[src/rtl/cmp_pkg.sv]
// rtl/cmp_pkg.sv - shared state and result encodings for the serial magnitude comparator
package cmp_pkg;

    typedef enum logic [1:0] {
        IDLE = 2'd0,
        RUN  = 2'd1,
        DONE = 2'd2
    } state_t;

    // RES_NONE is the post-reset value and drives all three result outputs low
    typedef enum logic [1:0] {
        RES_NONE = 2'd0,
        RES_GT   = 2'd1,
        RES_EQ   = 2'd2,
        RES_LT   = 2'd3
    } res_t;

    function automatic res_t bit_result(input logic gt, input logic lt);
        if (gt) begin
            return RES_GT;
        end
        if (lt) begin
            return RES_LT;
        end
        return RES_EQ;
    endfunction

endpackage

[src/rtl/serial_mag_comp_if.sv]
// rtl/serial_mag_comp_if.sv - request/result bundle between a client and the serial comparator
interface serial_mag_comp_if #(
    parameter int WIDTH = 8
);
    logic             start;
    logic [WIDTH-1:0] A;
    logic [WIDTH-1:0] B;
    logic             busy;
    logic             done;
    logic             o1;
    logic             o2;
    logic             o3;

    modport master (
        output start, A, B,
        input  busy, done, o1, o2, o3
    );

    modport slave (
        input  start, A, B,
        output busy, done, o1, o2, o3
    );
endinterface

[src/rtl/cmp_bit_cell.sv]
// rtl/cmp_bit_cell.sv - single-bit magnitude compare cell
module cmp_bit_cell (
    input  logic a,
    input  logic b,
    output logic gt,
    output logic eq,
    output logic lt
);
    assign gt = a & ~b;
    assign lt = ~a & b;
    assign eq = ~(a ^ b);
endmodule

[src/rtl/serial_mag_comp.sv]
// rtl/serial_mag_comp.sv - bit-serial MSB-first magnitude comparator
module serial_mag_comp
    import cmp_pkg::*;
#(
    parameter int WIDTH      = 8,
    parameter int EARLY_EXIT = 1
) (
    input  logic              clk,
    input  logic              rst_n,
    serial_mag_comp_if.slave  bus
);
    localparam int CNT_W = $clog2(WIDTH);

    state_t           state;
    state_t           state_d;
    logic [WIDTH-1:0] sa;
    logic [WIDTH-1:0] sb;
    logic [CNT_W-1:0] cnt;
    logic             decided;
    res_t             first_diff;
    res_t             res;
    res_t             res_d;
    logic             finish;
    logic             early_stop;
    logic             cell_gt;
    logic             cell_eq;
    logic             cell_lt;

    cmp_bit_cell u_cell (
        .a  (sa[WIDTH-1]),
        .b  (sb[WIDTH-1]),
        .gt (cell_gt),
        .eq (cell_eq),
        .lt (cell_lt)
    );

    assign early_stop = (EARLY_EXIT != 0) && !cell_eq;

    always_comb begin
        state_d = state;
        finish  = 1'b0;
        res_d   = res;
        case (state)
            IDLE: begin
                if (bus.start) begin
                    state_d = RUN;
                end
            end
            RUN: begin
                finish = early_stop || (cnt == '0);
                if (finish) begin
                    state_d = DONE;
                end
            end
            DONE: begin
                state_d = IDLE;
            end
            default: begin
                state_d = IDLE;
            end
        endcase

        // The first differing pair decides; if it is the pair under the cell
        // right now, the latch has not happened yet, so take it directly.
        if (decided) begin
            res_d = first_diff;
        end else begin
            res_d = bit_result(cell_gt, cell_lt);
        end
    end

    always_ff @(posedge clk or negedge rst_n) begin
        if (!rst_n) begin
            state      <= IDLE;
            sa         <= '0;
            sb         <= '0;
            cnt        <= '0;
            decided    <= 1'b0;
            first_diff <= RES_NONE;
            res        <= RES_NONE;
        end else begin
            state <= state_d;
            case (state)
                IDLE: begin
                    if (bus.start) begin
                        sa      <= bus.A;
                        sb      <= bus.B;
                        cnt     <= CNT_W'(WIDTH - 1);
                        decided <= 1'b0;
                    end
                end
                RUN: begin
                    if (!cell_eq && !decided) begin
                        decided    <= 1'b1;
                        first_diff <= bit_result(cell_gt, cell_lt);
                    end
                    if (!early_stop) begin
                        sa <= sa << 1;
                        sb <= sb << 1;
                        if (cnt != '0) begin
                            cnt <= cnt - 1'b1;
                        end
                    end
                    if (finish) begin
                        res <= res_d;
                    end
                end
                default: begin
                end
            endcase
        end
    end

    assign bus.busy = (state != IDLE);
    assign bus.done = (state == DONE);
    assign bus.o1   = (res == RES_GT);
    assign bus.o2   = (res == RES_EQ);
    assign bus.o3   = (res == RES_LT);

endmodule
[src/flat_wrapper.sv]
// flat-port wrapper written by rule: the top's interface ports become plain ports
module serial_mag_comp_flat import cmp_pkg::*;
#(
    parameter int WIDTH      = 8,
    parameter int EARLY_EXIT = 1
)
  (clk, rst_n, bus_start, bus_A, bus_B, bus_busy, bus_done, bus_o1, bus_o2, bus_o3);
  serial_mag_comp_if #(.WIDTH(WIDTH)) bus_i ();
  input  logic clk;
  input  logic rst_n;
  input wire logic [$bits(bus_i.start)-1:0] bus_start;
  input wire logic [$bits(bus_i.A)-1:0] bus_A;
  input wire logic [$bits(bus_i.B)-1:0] bus_B;
  output wire logic [$bits(bus_i.busy)-1:0] bus_busy;
  output wire logic [$bits(bus_i.done)-1:0] bus_done;
  output wire logic [$bits(bus_i.o1)-1:0] bus_o1;
  output wire logic [$bits(bus_i.o2)-1:0] bus_o2;
  output wire logic [$bits(bus_i.o3)-1:0] bus_o3;
  assign bus_i.start = bus_start;
  assign bus_i.A = bus_A;
  assign bus_i.B = bus_B;
  assign bus_busy = bus_i.busy;
  assign bus_done = bus_i.done;
  assign bus_o1 = bus_i.o1;
  assign bus_o2 = bus_i.o2;
  assign bus_o3 = bus_i.o3;
  serial_mag_comp #(.WIDTH(WIDTH), .EARLY_EXIT(EARLY_EXIT)) u_core (.clk(clk), .rst_n(rst_n), .bus(bus_i));
endmodule
[config.mk]
export PLATFORM = sky130hd
export DESIGN_NAME = serial_mag_comp_flat
export DESIGN_NICKNAME = d
export VERILOG_FILES = /design/src/rtl/cmp_pkg.sv /design/src/rtl/serial_mag_comp_if.sv /design/src/rtl/cmp_bit_cell.sv /design/src/rtl/serial_mag_comp.sv /design/src/flat_wrapper.sv
export SDC_FILE = /design/constraint.sdc
export NUM_CORES = 1
export LEC_CHECK = 0
export CAP_MARGIN = 20
export CORE_ASPECT_RATIO = 1.4
export CORE_UTILIZATION = 55
export DETAILED_ROUTE_END_ITERATION = 8
export HOLD_SLACK_MARGIN = 0.02
export PLACE_DENSITY_LB_ADDON = 0.12
export SLEW_MARGIN = 40
export SYNTH_ARGS = -nofsm -noshare
export SYNTH_HDL_FRONTEND = slang
export SYNTH_SLANG_ARGS = --single-unit
export TNS_END_PERCENT = 10
[constraint.sdc]
create_clock -name clk -period 4.19 [get_ports clk]
set_input_delay 0.419 -clock clk [delete_from_list [all_inputs] [get_ports clk]]
set_output_delay 0.419 -clock clk [all_outputs]
set_load 0.02 [all_outputs]
==> flow_summary.toml <==
[setup_path]
rr_worst_depth = 4
cp-start-kind = "flop"
rr_startpoint = "u_core.sa[7]"
worstPathRequired_ps = 4420
crit_arrival_ps = 2470
crit_type = "reg -> reg"
cp_max_fo = 14
r2r_end = "u_core.sb[2]"
crit_start = "u_core.sa[7]"
endpoint_kind = "flop"
endpoint = "u_core.sb[2]"
ff2ff_setup_slack_ps = 1950

[power_and_ir_drop]
p_leak_nw = 0.7397
total_power_mw = 1.277
irDropWorstVdd_mv = 0.4869
pwr_density_cell_nw_per_um2 = 756.1

[finish]
final_nets = 162
fin_util_pct = 70.64
final_cell_mix = "26 x dfrtp_1, 23 x mux2_2, 23 x clkdlybuf4s50_1"
fillers = 189
stdcell_area_um2 = 1689
area_delta_synth_final_pct = 20.75
multi_input_area_um2 = 683.2
num_antenna_cells = 0
seqCellArea_um2 = 650.6
drive_gt1_share_pct = 27.34
final_cells = 173
final_common_cell = "dfrtp_1"

[synthesis]
synth_top_family_by_area = "multiplexers"
yosys.area_share.simple_pct = 9.660
yosysWarningCount = 0
ys_types = 33
synth_top_area_share_pct = 46.51
synth_top_cell_by_area = "dfrtp_1"
syn-cell-area_um2 = 1399
synthTopCellsByArea = "dfrtp_1 47%, mux2_2 19%, mux2_4 5.4%"
avgSynthCellArea_um2 = 11.85
synth_compound_area_share_pct = 11.00
synth_xor_area_share_pct = 0
synth_nets = 140
ys_seq_area_share_pct = 46.51
yosys.area_share.adder_pct = 2.683
synth_seq_cells = 26
syn_inst = 118
synth.area.mux_share_pct = 25.31

[floorplan]
start_util_pct = 58.50
fp.dieW_um = 44.62
coreArea_um2 = 2391
boundaryPins = 24
die_area_um2 = 2752
placementRows = 21
fp.dieH_um = 61.67

[placement]
place_ws_ps = 1893
placed_area_um2 = 1637
finalWeightedCongestion = 0.8028
dp.cells = 169
hpwl_mm = 1.739
io_buffer_count = 23

[routing]
dr.pass1.iters = 4
drt_iter0_drc = 16
num_vias = 944
drt_wl_total_mm = 2.438
drt-wirelength-per-cell_um = 14.09
drcViolationCount = 0
vias_per_cell = 5.457
ant_nets = 0

[run]
drv_cap = 0

[global_route]
grt_max_degree = 27
grt_pass1_vias = 972
grt_pass1_wl_mm = 4.181
track_usage_pct = 21.28
grt_overflow = 0
antenna_found_initial = 0

[clock_tree]
cts_tree = "built"
clkSinkCount = 26
h-tree-depth = 1
clkTransAtPathRegs_ps = 150
clock_path_buffers = 2
cts_resized = 0
cts-root-buf = "clkbuf_4"
cts_inserted_buffers = 3
clk_latency_ps = 340
hold_buffers = 0
cts_setup_buffers = 0

[sta]
hold_viol = 0
holdWs_ps = 434.8
setup_tns_ps = 0
setup_viol = 0
rsz0062_at_grt = "false"
fin_skew_ps = 11.21
period_needed_ps = 2240
fmax_ghz = 0.4465
fin_crit_sh_pct = 53.45
worst_slack_ps = 1950
slew_headroom_pct = 48.55
worstMarginPinSlew_ps = 771.7
slew_viol_final = 0

[worst_hold_path]
min_path_type = "in -> async"

[outcome]
status = "completed"
## Yosys cell counts
cell type	instances
a211oi_1	1
and3b_1	1
nor2b_1	6
mux2_2	23
o22ai_1	1
nand2_1	6
mux2_4	5
and3_1	1
nor4b_1	1
inv_1	6
nand2b_1	3
or2_2	1
o2bb2ai_1	2
a41oi_1	1
a311oi_1	2
a21oi_2	2
nor2_1	4
a22oi_1	1
ha_1	3
and2_1	1
nand3_1	1
mux2i_1	2
clkbuf_1	3
buf_4	1
o21ai_0	4
o21ba_2	1
buf_1	1
a21oi_1	2
buf_6	2
o41ai_1	1
a21o_1	2
dfrtp_1	26
o31ai_1	1
## final cells by class
class                      instances  share of cell area (%)
timing repair buffer              24                   14.07
clock inverter                     1                   1.778
inverter                           6                   1.333
clock buffer                       3                   1.333
tap                               34                   2.519
sequential                        26                   38.52
multi-input combinational         79                   40.44
## report_power, final
| group | total, mW | switching [mW] | internal, mW | leakage, nW |
|---|---|---|---|---|
| Sequential | 0.470 | 0.0951 | 0.374 | 0.303 |
| Combinational | 0.631 | 0.280 | 0.351 | 0.409 |
| Clock | 0.177 | 0.0798 | 0.0969 | 0.0279 |
## worst min path at each step
stage | startpoint | end | slack (ps) | cells past startpoint
after floorplan | rst_n | u_core.cnt[0] | 120 | 0
after global placement | u_core.first_diff[0] | u_core.first_diff[0] | 440 | 1
after detailed placement | u_core.first_diff[0] | u_core.first_diff[0] | 450 | 1
after CTS | rst_n | u_core.state[1] | 440 | 2
after global routing | rst_n | u_core.state[1] | 470 | 2
final | rst_n | u_core.sa[1] | 430 | 2
## flip-flops by register name, summed over array words and instances, names as in the netlist
name	count
u_core.sa	8
u_core.sb	8
u_core.cnt	3
u_core.first_diff	2
u_core.res	2
u_core.state	2
u_core.decided	1
## metal layers
layer | up-vias | routed length [um] | track usage, %
met3 | 5 | 49 | 2.933
met2 | 14 | 1299 | 38.66
met1 | 466 | 1031 | 24.09
met5 | - | 0 | 0
met4 | 0 | 58 | 10.82
li1 | 459 | - | -
## worst max-delay path, stage by stage (launching register included)
cell	delay (ps)
dfrtp_1	410
ha_1	510
nand2_1	160
a21oi_2	630
mux2_2	420
## kinds of logic after synthesis
group | count (synthesis)
AOI/OAI and AO/OA | 21
adders and majority gates | 3
buffers and inverters | 13
DFF | 26
muxes | 30
and+or+nand+nor | 25
No activity file was read; power rests on OpenSTA's default activity.
